### src/rtl/sub_share_arbiter.sv
// rtl/sub_share_arbiter.sv - round-robin arbiter sharing one subtractor among NUM_REQ requesters
module realSubstractor #(
  parameter int DATA_WIDTH = 22
) (
  input  logic [DATA_WIDTH-1:0] a,
  input  logic [DATA_WIDTH-1:0] b,
  output logic [DATA_WIDTH-1:0] diff
);
  assign diff = a - b;
endmodule

module sub_share_arbiter #(
  parameter int DATA_WIDTH = 22,
  parameter int NUM_REQ    = 4,
  parameter int ID_WIDTH   = $clog2(NUM_REQ)
) (
  input  logic                          clk,
  input  logic                          rst_n,
  input  logic [NUM_REQ-1:0]            req_valid,
  input  logic [NUM_REQ*DATA_WIDTH-1:0] req_a,
  input  logic [NUM_REQ*DATA_WIDTH-1:0] req_b,
  output logic [NUM_REQ-1:0]            req_ready,
  output logic                          out_valid,
  output logic [DATA_WIDTH-1:0]         out_data,
  output logic [ID_WIDTH-1:0]           out_id,
  output logic                          out_ovf,
  input  logic                          out_ready
);
  typedef enum logic {EMPTY = 1'b0, FULL = 1'b1} state_t;

  state_t                state;
  logic [ID_WIDTH-1:0]   ptr;
  logic                  lock_vld;
  logic [ID_WIDTH-1:0]   lock_id;
  logic [ID_WIDTH-1:0]   cand;
  logic [ID_WIDTH-1:0]   search_id;
  logic                  search_found;
  logic [ID_WIDTH-1:0]   grant_id;
  logic                  grant_valid;
  logic                  can_issue;
  logic                  take;
  logic [DATA_WIDTH-1:0] a_sel;
  logic [DATA_WIDTH-1:0] b_sel;
  logic [DATA_WIDTH-1:0] diff;
  logic                  ovf;

  // Explicit wrap keeps the pointer in range when NUM_REQ is not a power of two.
  function automatic logic [ID_WIDTH-1:0] wrap_inc(input logic [ID_WIDTH-1:0] idx);
    return (int'(idx) == NUM_REQ - 1) ? '0 : idx + ID_WIDTH'(1);
  endfunction

  always_comb begin
    search_found = 1'b0;
    search_id    = '0;
    cand         = ptr;
    for (int k = 0; k < NUM_REQ; k++) begin
      if (!search_found && req_valid[cand]) begin
        search_found = 1'b1;
        search_id    = cand;
      end
      cand = wrap_inc(cand);
    end
  end

  // A stalled grant is pinned so the held operands are the ones eventually consumed.
  assign grant_valid = lock_vld ? req_valid[lock_id] : search_found;
  assign grant_id    = lock_vld ? lock_id : search_id;
  assign can_issue   = !out_valid || out_ready;
  assign take        = grant_valid && can_issue;

  always_comb begin
    req_ready = '0;
    if (rst_n && take) req_ready[grant_id] = 1'b1;
  end

  assign a_sel = req_a[int'(grant_id)*DATA_WIDTH +: DATA_WIDTH];
  assign b_sel = req_b[int'(grant_id)*DATA_WIDTH +: DATA_WIDTH];

  realSubstractor #(.DATA_WIDTH(DATA_WIDTH)) u_sub (
    .a    (a_sel),
    .b    (b_sel),
    .diff (diff)
  );

  assign ovf = (a_sel[DATA_WIDTH-1] != b_sel[DATA_WIDTH-1]) &&
               (diff[DATA_WIDTH-1] != a_sel[DATA_WIDTH-1]);

  always_ff @(posedge clk or negedge rst_n) begin
    if (!rst_n) begin
      state     <= EMPTY;
      out_valid <= 1'b0;
      out_data  <= '0;
      out_id    <= '0;
      out_ovf   <= 1'b0;
      ptr       <= '0;
      lock_vld  <= 1'b0;
      lock_id   <= '0;
    end else begin
      if (take) begin
        out_data <= diff;
        out_id   <= grant_id;
        out_ovf  <= ovf;
        ptr      <= wrap_inc(grant_id);
        lock_vld <= 1'b0;
      end else if (grant_valid) begin
        lock_vld <= 1'b1;
        lock_id  <= grant_id;
      end
      case (state)
        EMPTY: begin
          if (take) begin
            state     <= FULL;
            out_valid <= 1'b1;
          end
        end
        FULL: begin
          if (out_ready && !take) begin
            state     <= EMPTY;
            out_valid <= 1'b0;
          end
        end
      endcase
    end
  end
endmodule

### config.mk
export PLATFORM = sky130hd
export DESIGN_NAME = sub_share_arbiter
export DESIGN_NICKNAME = d
export VERILOG_FILES = /design/src/rtl/sub_share_arbiter.sv
export SDC_FILE = /design/constraint.sdc
export NUM_CORES = 1
export LEC_CHECK = 0
export ABC_AREA = 0
export CORE_MARGIN = 4
export CORE_UTILIZATION = 40
export CTS_BUF_LIST = sky130_fd_sc_hd__clkbuf_8
export DETAILED_ROUTE_END_ITERATION = 12
export PLACE_DENSITY_LB_ADDON = 0.3
export RECOVER_POWER = 100
export SLEW_MARGIN = 20
export SYNTH_ARGS = -nofsm -noshare
export SYNTH_HDL_FRONTEND = slang
export SYNTH_SLANG_ARGS = --single-unit
export TNS_END_PERCENT = 5
### constraint.sdc
create_clock -name clk -period 6.45 [get_ports clk]
set_input_delay 1.29 -clock clk [delete_from_list [all_inputs] [get_ports clk]]
set_output_delay 1.29 -clock clk [all_outputs]
set_load 0.005 [all_outputs]
==> flow_summary_export.csv, run 1 <==
group,metric,value,unit
worst_hold_path,min_delay_worst_endpoint,"out_id[0]",
outcome,outcome,"complete, but fails checks",
worst_setup_path,crit_slowest_cell,"clkdlybuf4s50_1",
outcome,violations,"max-capacitance violations, max-slew violations",
layout,instances_no_fill,857,
global_routing,grt_pass1_vias,4617,
sta,skew,0.00383,ns
detailed_routing,via_per_inst,5.46,
clock_tree,cts_made_buffers,5,
worst_hold_path,holdPathStages,1,
synthesis,synth_most_common_cell,"nand2_1",
worst_setup_path,reg2reg_depth,19,
worst_setup_path,crit_family,"compound AO/OA/AOI/OAI gates",
worst_hold_path,min_from,"out_id[0]",
worst_setup_path,critPathRequiredTime,6.66,ns
synthesis,synth_top_cells_by_area,"dfrtp_1, nand2_1, mux2i_1, ha_1, o21ai_0",
synthesis,synthCells,531,
detailed_routing,route.detailed.drc,0,
sta,rsz0062_at_grt,"true",
clock_tree,clk_pin_slew,0.07,ns
synthesis,ys_warn_count,0,
sta,finalHoldViolCount,0,
detailed_routing,routed_wl,14400,microns
clock_tree,cts_sinks,32,
synthesis,synth_top_area_share,19.7,%
die,initial_utilization,41.4,%
layout,syn_to_final_growth,57.3,%
sta,holdWs,0.473,ns
die,die_x,109,microns
synthesis,ys_async_sr_fraction,100,%
synthesis,synth_top_area_cell,"dfrtp_1",
sta,max_freq,165,MHz
synthesis,yosysSeqAreaShare,19.7,%
die,io_pins,213,
worst_setup_path,rrSetupSlack,0.78,ns
placement,dp_hpwl,12200,microns
sta,setup_viol,0,
synthesis,ys_ff_latch,32,
placement,place_inst,850,
worst_setup_path,cp.depth,22,
placement,finalWeightedCongestion,0.944,
global_routing,grt_pass1_wl,22500,microns
layout,finish.net_count,934,
worst_hold_path,hp-class,"reg -> reg",
clock_tree,clk_latency,0.28,ns
synthesis,synth_area,4060,sq um
sta,period_share,93.8,%
sta,fin_crit,6.05,ns
layout,final_util,65.1,%
clock_tree,post-cts-setup-buffer-count,0,
die,coreArea,9820,sq um
sta,drv_slew,37,
clock_tree,clk_path_buf_depth,2,
sta,tightest_slew,1.84,ns
worst_setup_path,cp_cell_sequence,"clkdlybuf4s50_1 -> inv_1 -> or3_1 -> a31oi_1 -> nor2_1 -> a2111oi_1 -> buf_4 -> o22ai_4 -> buf_6 -> and2_1 -> a211oi_1 -> a31oi_1 -> ha_1 -> nor2b_1 -> o21a_1 -> o21ai_0 -> a21oi_1 -> o211ai_1 -> a21oi_1 -> o211a_1 -> or4_1 -> nand3_1",
clock_tree,hold_buffers,0,
worst_setup_path,worst-path-buf-inv,4,
synthesis,synth_edf_count,0,
worst_setup_path,cpPeakStageDelay,0.59,ns
die,dieArea,11800,sq um
worst_setup_path,r2r-start,"ptr[0]",
sta,setup_tns,0,ns
layout,antenna_cells,0,
global_routing,gr-total-overflow,0,
die,num_rows,36,
detailed_routing,drtIter0Drc,206,
clock_tree,cts_tree,"yes",
global_routing,grt_usage,23.9,%
flow_run,drv_cap,1,
global_routing,grt_max_degree,44,
synthesis,synth_nets,741,
detailed_routing,firstDrtPassIters,4,
layout,layout-drive-gt1-share,6.77,%
detailed_routing,wire_per_inst,16.8,microns
synthesis,synth.distinct_cells,57,
worst_setup_path,critPathLaunchType,"input pin",
detailed_routing,vias,4681,
sta,max_slew_margin,-22.9,%
detailed_routing,ant_nets,0,
worst_setup_path,r2r-end,"out_data[20]",
worst_setup_path,critPathKind,"in -> reg",
clock_tree,postCtsResizedCells,0,
worst_setup_path,arrival,6.27,ns
synthesis,synth_top_flop_cell,"dfrtp_1",
placement,io_buffers,212,
die,die_y,109,microns
synthesis,synth_top_cells_by_count,"nand2_1, o21ai_0, mux2i_1, dfrtp_1, ha_1",
global_routing,antenna_found_initial,0,
worst_setup_path,cp-end-kind,"flip-flop",
clock_tree,cts-root-buf,"clkbuf_8",
layout,nFillCells,883,
worst_setup_path,critPathMaxFanout,38,
clock_tree,h-tree-depth,2,
synthesis,synth.avg_cell_area,7.65,sq um
-- registers in the layout (all words and copies together), names as in the netlist --
| name | count |
|---|---|
| lock_id | 2 |
| lock_vld | 1 |
| out_data | 22 |
| out_id | 2 |
| out_ovf | 1 |
| out_valid | 1 |
| ptr | 2 |
| state | 1 |
-- through the flow --
step	cell area [sq um]	setup WS [ns]
2_1_floorplan	4060	1.02
6_report	6390	0.398
3_5_place_dp	6300	0.0853
4_1_cts	6380	0.342
5_1_grt	6390	0.00809
3_3_place_gp	6300	0.180
-- kinds of logic (layout without fill, tap and decap cells) --
family / Yosys count / count (layout) / synth area share (%)
XOR/XNOR: 13 / 13 / 3.14
multiplexers: 58 / 58 / 15.7
AND/OR/NAND/NOR: 185 / 185 / 22.2
flip-flops: 32 / 32 / 19.7
buffers and inverters: 51 / 244 / 5.11
adder cells (fa/ha/maj): 27 / 27 / 8.50
AO/OA/AOI/OAI: 165 / 165 / 25.6
-- area by class of cell --
type	instances	area [sq um]	share of cell area (%)
well taps	133	166	2.60
multi-input cells	448	3080	48.2
flip-flops and latches	32	801	12.5
clock inverters	2	8.76	0.137
inverters	14	52.6	0.823
repair buffers	223	2210	34.7
clock buffers	5	68.8	1.08
-- metal layers --
metal | vias up | wire, microns | global-route usage, %
met1 | 2186 | 5960 | 29.6
met5 | - | 0 | 0
met3 | 22 | 979 | 4.85
li1 | 2315 | - | -
met2 | 158 | 7170 | 42.0
met4 | 0 | 292 | 6.49
-- worst max path at each step --
stage / from / endpoint / slack, ns
finish: req_valid[3] / out_data[20] / 0.40
global route: req_valid[3] / out_data[21] / 0.008
CTS: req_valid[3] / out_ovf / 0.34
detailed placement: req_valid[3] / out_ovf / 0.09
global placement: req_valid[3] / out_data[18] / 0.18
floorplan: req_valid[1] / out_data[18] / 1.02
-- cell usage in the layout, fill, tap and decap left out, types with 6 or more instances in the layout --
cell type / count
and2_1: 20
nand2_1: 95
dfrtp_1: 32
xor2_1: 6
inv_1: 15
and3_1: 7
ha_1: 26
nand2b_1: 9
xnor2_1: 6
mux2_2: 22
o21ai_0: 52
a21o_1: 11
clkdlybuf4s50_1: 185
a31oi_1: 25
a211oi_1: 22
buf_4: 9
dlygate4sd3_1: 26
nor3_1: 6
nor2_1: 11
nor2b_1: 6
mux2i_1: 33
a21oi_1: 22
Power of run 1 is not shown: default switching activity piles up to over one toggle a cycle in this logic, so the estimate is an artifact.
==> run 2, diff against run 1 <==
- ABC_AREA: 0 -> 1
==> run 2 against run 1 <==
Against the previous run:
- the flow still finishes with violations (max-capacitance violations, max-slew violations)
- non-clock buffer count down 1
- fmax increased by 1.8%
- final cell count grew 11%
- largest cell class unchanged
- highest routed layer unchanged
==> flow_summary_export.csv, run 2 <==
group,metric,value,unit
outcome,outcome,"complete, but fails checks",
outcome,violations,"max-capacitance violations, max-slew violations",
layout,largest_reg_flops,22,
sta,setup_viol,0,
synthesis,synth_top_cells_by_count,"nand2_1, o21ai_0, nor2_1, a21oi_1, inv_1",
sta,finalHoldViolCount,0,
synthesis,synth_top_cells_by_area,"dfrtp_1, nand2_1, o21ai_0, ha_1, a21oi_1",
synthesis,ys_async_sr_fraction,100,%
synthesis,synth_nets,829,
worst_setup_path,critPathRequiredTime,5.16,ns
sta,fin_crit,5.94,ns
synthesis,ys_warn_count,0,
layout,layout-drive-gt1-share,4.29,%
clock_tree,clk_path_buf_depth,2,
global_routing,gr-total-overflow,0,
clock_tree,cts_made_buffers,5,
die,die_x,108,microns
worst_hold_path,hp-class,"reg -> reg",
worst_setup_path,critPathMaxFanout,41,
worst_setup_path,r2r-start,"ptr[0]",
synthesis,synth_top_flop_cell,"dfrtp_1",
worst_setup_path,cp-end-kind,"primary output",
synthesis,synth.distinct_cells,39,
sta,tightest_slew,1.75,ns
clock_tree,hold_buffers,0,
placement,place_inst,940,
worst_setup_path,r2r-end,"out_ovf",
die,die_y,108,microns
global_routing,grt_pass1_vias,5071,
worst_setup_path,crit_family,"buffers and inverters",
synthesis,synthCells,619,
layout,regMostFlops,"out_data",
detailed_routing,wire_per_inst,16.6,microns
clock_tree,cts_tree,"yes",
detailed_routing,route.detailed.drc,0,
synthesis,ys_ff_latch,32,
worst_setup_path,crit_start,"req_valid[3]",
sta,period_share,92.1,%
detailed_routing,firstDrtPassIters,5,
sta,setup_tns,0,ns
global_routing,grt_pass1_wl,24900,microns
synthesis,yosysSeqAreaShare,20.1,%
global_routing,grt_max_degree,95,
worst_setup_path,cpPeakStageDelay,0.52,ns
sta,max_freq,168,MHz
detailed_routing,via_per_inst,5.27,
die,initial_utilization,40.9,%
layout,antenna_cells,0,
synthesis,synth_top_area_cell,"dfrtp_1",
clock_tree,cts-root-buf,"clkbuf_8",
synthesis,synth_edf_count,0,
global_routing,antenna_found_initial,0,
placement,io_buffers,212,
layout,instances_no_fill,948,
worst_setup_path,arrival,4.65,ns
synthesis,synth_most_common_cell,"nand2_1",
worst_setup_path,crit_slowest_cell,"clkdlybuf4s50_1",
clock_tree,clk_latency,0.28,ns
die,dieArea,11600,sq um
clock_tree,cts_sinks,32,
sta,setup_slack,0.508,ns
layout,finish.net_count,1024,
placement,finalWeightedCongestion,0.903,
worst_setup_path,endpoint,"req_ready[3]",
worst_setup_path,cp_common_cell,"nand2_1",
clock_tree,postCtsResizedCells,0,
worst_setup_path,rrSetupSlack,1.34,ns
global_routing,grt_usage,27.1,%
detailed_routing,drtIter0Drc,329,
die,num_rows,36,
worst_setup_path,critPathKind,"in -> out",
layout,final_common_cell,"clkdlybuf4s50_1",
sta,drv_slew,34,
detailed_routing,routed_wl,15700,microns
clock_tree,h-tree-depth,2,
synthesis,synth_top_area_share,20.1,%
sta,holdWs,0.482,ns
die,coreArea,9730,sq um
synthesis,synth_area,3980,sq um
worst_setup_path,worst-path-buf-inv,6,
die,io_pins,213,
worst_setup_path,cp.depth,17,
clock_tree,clk_pin_slew,0.07,ns
flow_run,drv_cap,1,
layout,syn_to_final_growth,56.4,%
worst_setup_path,reg2reg_depth,27,
worst_setup_path,cp_cell_sequence,"clkdlybuf4s50_1 -> inv_1 -> nand2_1 -> nand3_1 -> nand2_1 -> nor2_1 -> nand3_2 -> nand2_1 -> nand2_1 -> nand3_4 -> nand2_4 -> inv_2 -> clkbuf_1 -> ha_1 -> inv_1 -> nor2_1 -> clkdlybuf4s50_1",
detailed_routing,ant_nets,0,
placement,dp_slack,0.657,ns
placement,dp_hpwl,12900,microns
sta,max_slew_margin,-16.7,%
sta,skew,0.00304,ns
detailed_routing,vias,4999,
clock_tree,post-cts-setup-buffer-count,0,
synthesis,synth.avg_cell_area,6.42,sq um
layout,final_cell_mix,"clkdlybuf4s50_1, nand2_1, o21ai_0, nor2_1, a21oi_1",
sta,rsz0062_at_grt,"false",
worst_setup_path,critPathLaunchType,"input pin",
-- run 2: cell types whose count changed in the layout (fill, tap and decap cells not counted), moves of 22 or more --
cell | previous run | this run
a211oi_1 | 22 | 0
a21oi_1 | 22 | 49
a31oi_1 | 25 | 1
inv_1 | 15 | 38
mux2_2 | 22 | 0
mux2i_1 | 33 | 0
nand2_1 | 95 | 162
nand3_1 | 4 | 31
nor2_1 | 11 | 62
o21ai_0 | 52 | 90
-- run 2: routing by layer --
| metal | track usage, % | share of wire [%] | up-vias |
|---|---|---|---|
| met5 | 0 | 0 | - |
| met1 | 30.3 | 40 | 2267 |
| li1 | - | - | 2505 |
| met4 | 8.57 | 2.8 | 0 |
| met3 | 5.22 | 6.1 | 30 |
| met2 | 50.9 | 52 | 197 |
-- run 2: cells by family after synthesis --
kind of cell	count (synthesis)	share of synthesized area, %
compound gates	193	28.7
fa+ha+maj	27	8.68
simple gates	275	29.3
xor+xnor	15	3.30
flops	32	20.1
buf+inv	77	9.91
-- run 2: layout make-up --
cell class	count	area (sq um)
Fill cell	892	3510
Multi-Input combinational cell	510	2770
Timing Repair Buffer	222	2200
Sequential cell	32	801
Tap cell	133	166
Inverter	43	161
Clock buffer	7	96.3
Clock inverter	1	30.0
-- run 2: worst min path at each step --
stage	startpoint	to	cells after the start
2_1_floorplan	out_ovf	out_ovf	2
3_3_place_gp	out_ovf	out_ovf	2
3_5_place_dp	out_ovf	out_ovf	2
4_1_cts	out_data[21]	out_data[21]	2
5_1_grt	out_data[17]	out_data[17]	2
6_report	out_id[1]	out_id[1]	2
-- run 2: per-stage QoR --
| stage | area, sq um | util [%] |
|---|---|---|
| floorplan | 3980 | - |
| global placement | 6120 | 62.9 |
| detailed placement | 6120 | 62.9 |
| CTS | 6250 | 64.2 |
| global route | 6220 | 63.9 |
| finish | 6220 | 63.9 |
-- run 2: worst reg2reg max path, stage by stage, from the launching register on --
cell      delay, ns
dfrtp_1        0.47
ha_1           0.26
nor2_2         0.22
nand2_1        0.12
nand3_2        0.10
nand2_2        0.06
nor2_1         0.23
nand3_2        0.12
nand2_1        0.08
nand2_1        0.08
nand3_4        0.13
nand2_4        0.08
inv_2          0.45
clkbuf_1       0.50
o21ai_0        0.17
o22ai_1        0.24
ha_1           0.35
a21oi_1        0.16
o21ai_0        0.10
a21oi_1        0.16
nand3_1        0.15
nand3_1        0.10
nand2_1        0.08
a21oi_1        0.21
inv_1          0.10
o21ai_0        0.22
nand2_1        0.07
nand2_1        0.07
Power of run 2 is left out for the same reason.
==> run 3, diff against run 2 <==
- CTS_CLUSTER_DIAMETER: default -> 80
- SKIP_LAST_GASP: default -> 1
- clock period: 6.45 -> 6.54 ns (I/O delays scaled with it)
==> run 3 against run 2 <==
Against the previous run:
- the flow still finishes with violations (max-capacitance violations, max-slew violations)
- global-route usage is 0.97 points higher
- register-to-register slack improved by 0.04 ns
- die area stayed put
- critical path type unchanged
==> flow_summary_export.csv, run 3 (synthesis results as in run 2) <==
group,metric,value,unit
outcome,outcome,"complete, but fails checks",
outcome,violations,"max-capacitance violations, max-slew violations",
placement,io_buffers,212,
layout,nFillCells,889,
detailed_routing,routed_wl,16200,microns
global_routing,grt_pass1_wl,25600,microns
die,dieArea,11600,sq um
detailed_routing,route.detailed.drc,0,
sta,fin_crit,5.96,ns
layout,regMostFlops,"out_data",
worst_setup_path,arrival,4.65,ns
flow_run,drv_cap,1,
sta,max_freq,168,MHz
sta,finalHoldViolCount,0,
die,coreArea,9730,sq um
sta,setup_tns,0,ns
detailed_routing,drtIter0Drc,289,
worst_setup_path,cpPeakStageDelay,0.60,ns
clock_tree,cts-root-buf,"clkbuf_8",
sta,skew,0.0137,ns
clock_tree,h-tree-depth,2,
layout,register_area,801,sq um
clock_tree,hold_buffers,0,
die,die_y,108,microns
placement,finalWeightedCongestion,1.09,
global_routing,grt_usage,28.0,%
global_routing,antenna_found_initial,0,
worst_setup_path,cp-end-kind,"primary output",
global_routing,grt_max_degree,61,
sta,drv_slew,34,
layout,multiInputGateArea,2760,sq um
worst_setup_path,crit_family,"buffers and inverters",
layout,final_common_cell,"clkdlybuf4s50_1",
global_routing,gr-total-overflow,0,
worst_setup_path,critPathRequiredTime,5.23,ns
layout,final_cell_mix,"clkdlybuf4s50_1, nand2_1, o21ai_0, nor2_1, a21oi_1",
clock_tree,clk_path_buf_depth,2,
worst_setup_path,critPathLaunchType,"input pin",
worst_setup_path,cp_cell_sequence,"dlygate4sd3_1 -> inv_1 -> nand2_1 -> nand3_1 -> nand2_1 -> nor2_1 -> nand3_2 -> nand2_1 -> nand2_1 -> nand3_4 -> nand2_4 -> inv_2 -> buf_4 -> ha_1 -> inv_1 -> nor2_1 -> dlygate4sd3_1",
layout,layout-drive-gt1-share,4.42,%
global_routing,grt_pass1_vias,5325,
detailed_routing,firstDrtPassIters,6,
die,io_pins,213,
worst_hold_path,hp-class,"reg -> reg",
worst_setup_path,critPathMaxFanout,41,
clock_tree,cts_tree,"yes",
layout,syn_to_final_growth,55.2,%
layout,antenna_cells,0,
clock_tree,clk_pin_slew,0.07,ns
detailed_routing,ant_nets,0,
sta,rsz0062_at_grt,"false",
die,initial_utilization,40.9,%
layout,finish.net_count,1024,
clock_tree,cts_made_buffers,5,
sta,period_share,91.1,%
sta,max_slew_margin,-20.1,%
worst_setup_path,crit_slowest_cell,"dlygate4sd3_1",
sta,tightest_slew,1.80,ns
clock_tree,post-cts-setup-buffer-count,0,
worst_setup_path,cp_common_cell,"nand2_1",
detailed_routing,via_per_inst,5.45,
detailed_routing,vias,5169,
clock_tree,cts_sinks,32,
placement,dp_hpwl,13300,microns
die,num_rows,36,
sta,setup_viol,0,
detailed_routing,wire_per_inst,17.1,microns
worst_setup_path,critPathKind,"in -> out",
clock_tree,postCtsResizedCells,0,
die,die_x,108,microns
worst_setup_path,worst-path-buf-inv,6,
clock_tree,clk_latency,0.29,ns
layout,largest_reg_flops,22,
run 3: per-layer routing:
layer	vias to the layer above	share of wire [%]	track usage, %
met5	-	0	0
met4	0	5.1	13.9
met3	56	8.5	7.38
met2	253	49	49.7
met1	2348	37	30.7
li1	2512	-	-
run 3: worst min-delay path, cell delays in order, from the launching register on:
cell,delay (ns)
dfrtp_1,0.34
nand2_1,0.05
nand2_1,0.05
run 3: through the flow:
step | utilization (%) | instance area [sq um] | std cells | hold slack [ns] | setup WS, ns
6_report | 63.4 | 6170 | 948 | 0.477 | 0.585
5_1_grt | 63.4 | 6170 | 948 | 0.510 | 0.197
2_1_floorplan | - | 3980 | 619 | 0.472 | 1.88
4_1_cts | 63.7 | 6190 | 948 | 0.484 | 0.746
3_5_place_dp | 62.8 | 6110 | 940 | 0.465 | 0.740
3_3_place_gp | 62.8 | 6110 | 940 | 0.468 | 0.865
run 3: worst paths after layout:
check | cells past startpoint | slack [ns] | start | end
worst max-delay path | 17 | 0.58 | req_valid[3] | req_ready[1]
worst min-delay path | 2 | 0.48 | out_data[18] | out_data[18]
worst max register to register | 27 | 1.38 | ptr[0] | out_ovf
worst min register to register | 2 | 0.48 | out_data[18] | out_data[18]
max in group asynchronous | 2 | 3.46 | rst_n | out_data[1]
min in group asynchronous | 2 | 2.03 | rst_n | out_valid
run 3: final cells by class:
type                    count  area share, %
multi-input cells         510           44.8
repair buffers            222           35.5
flip-flops and latches     32           13.0
well taps                 133           2.70
inverters                  43           2.62
clock buffers               5           1.11
clock inverters             3          0.304
Power of run 3 is left out for the same reason.
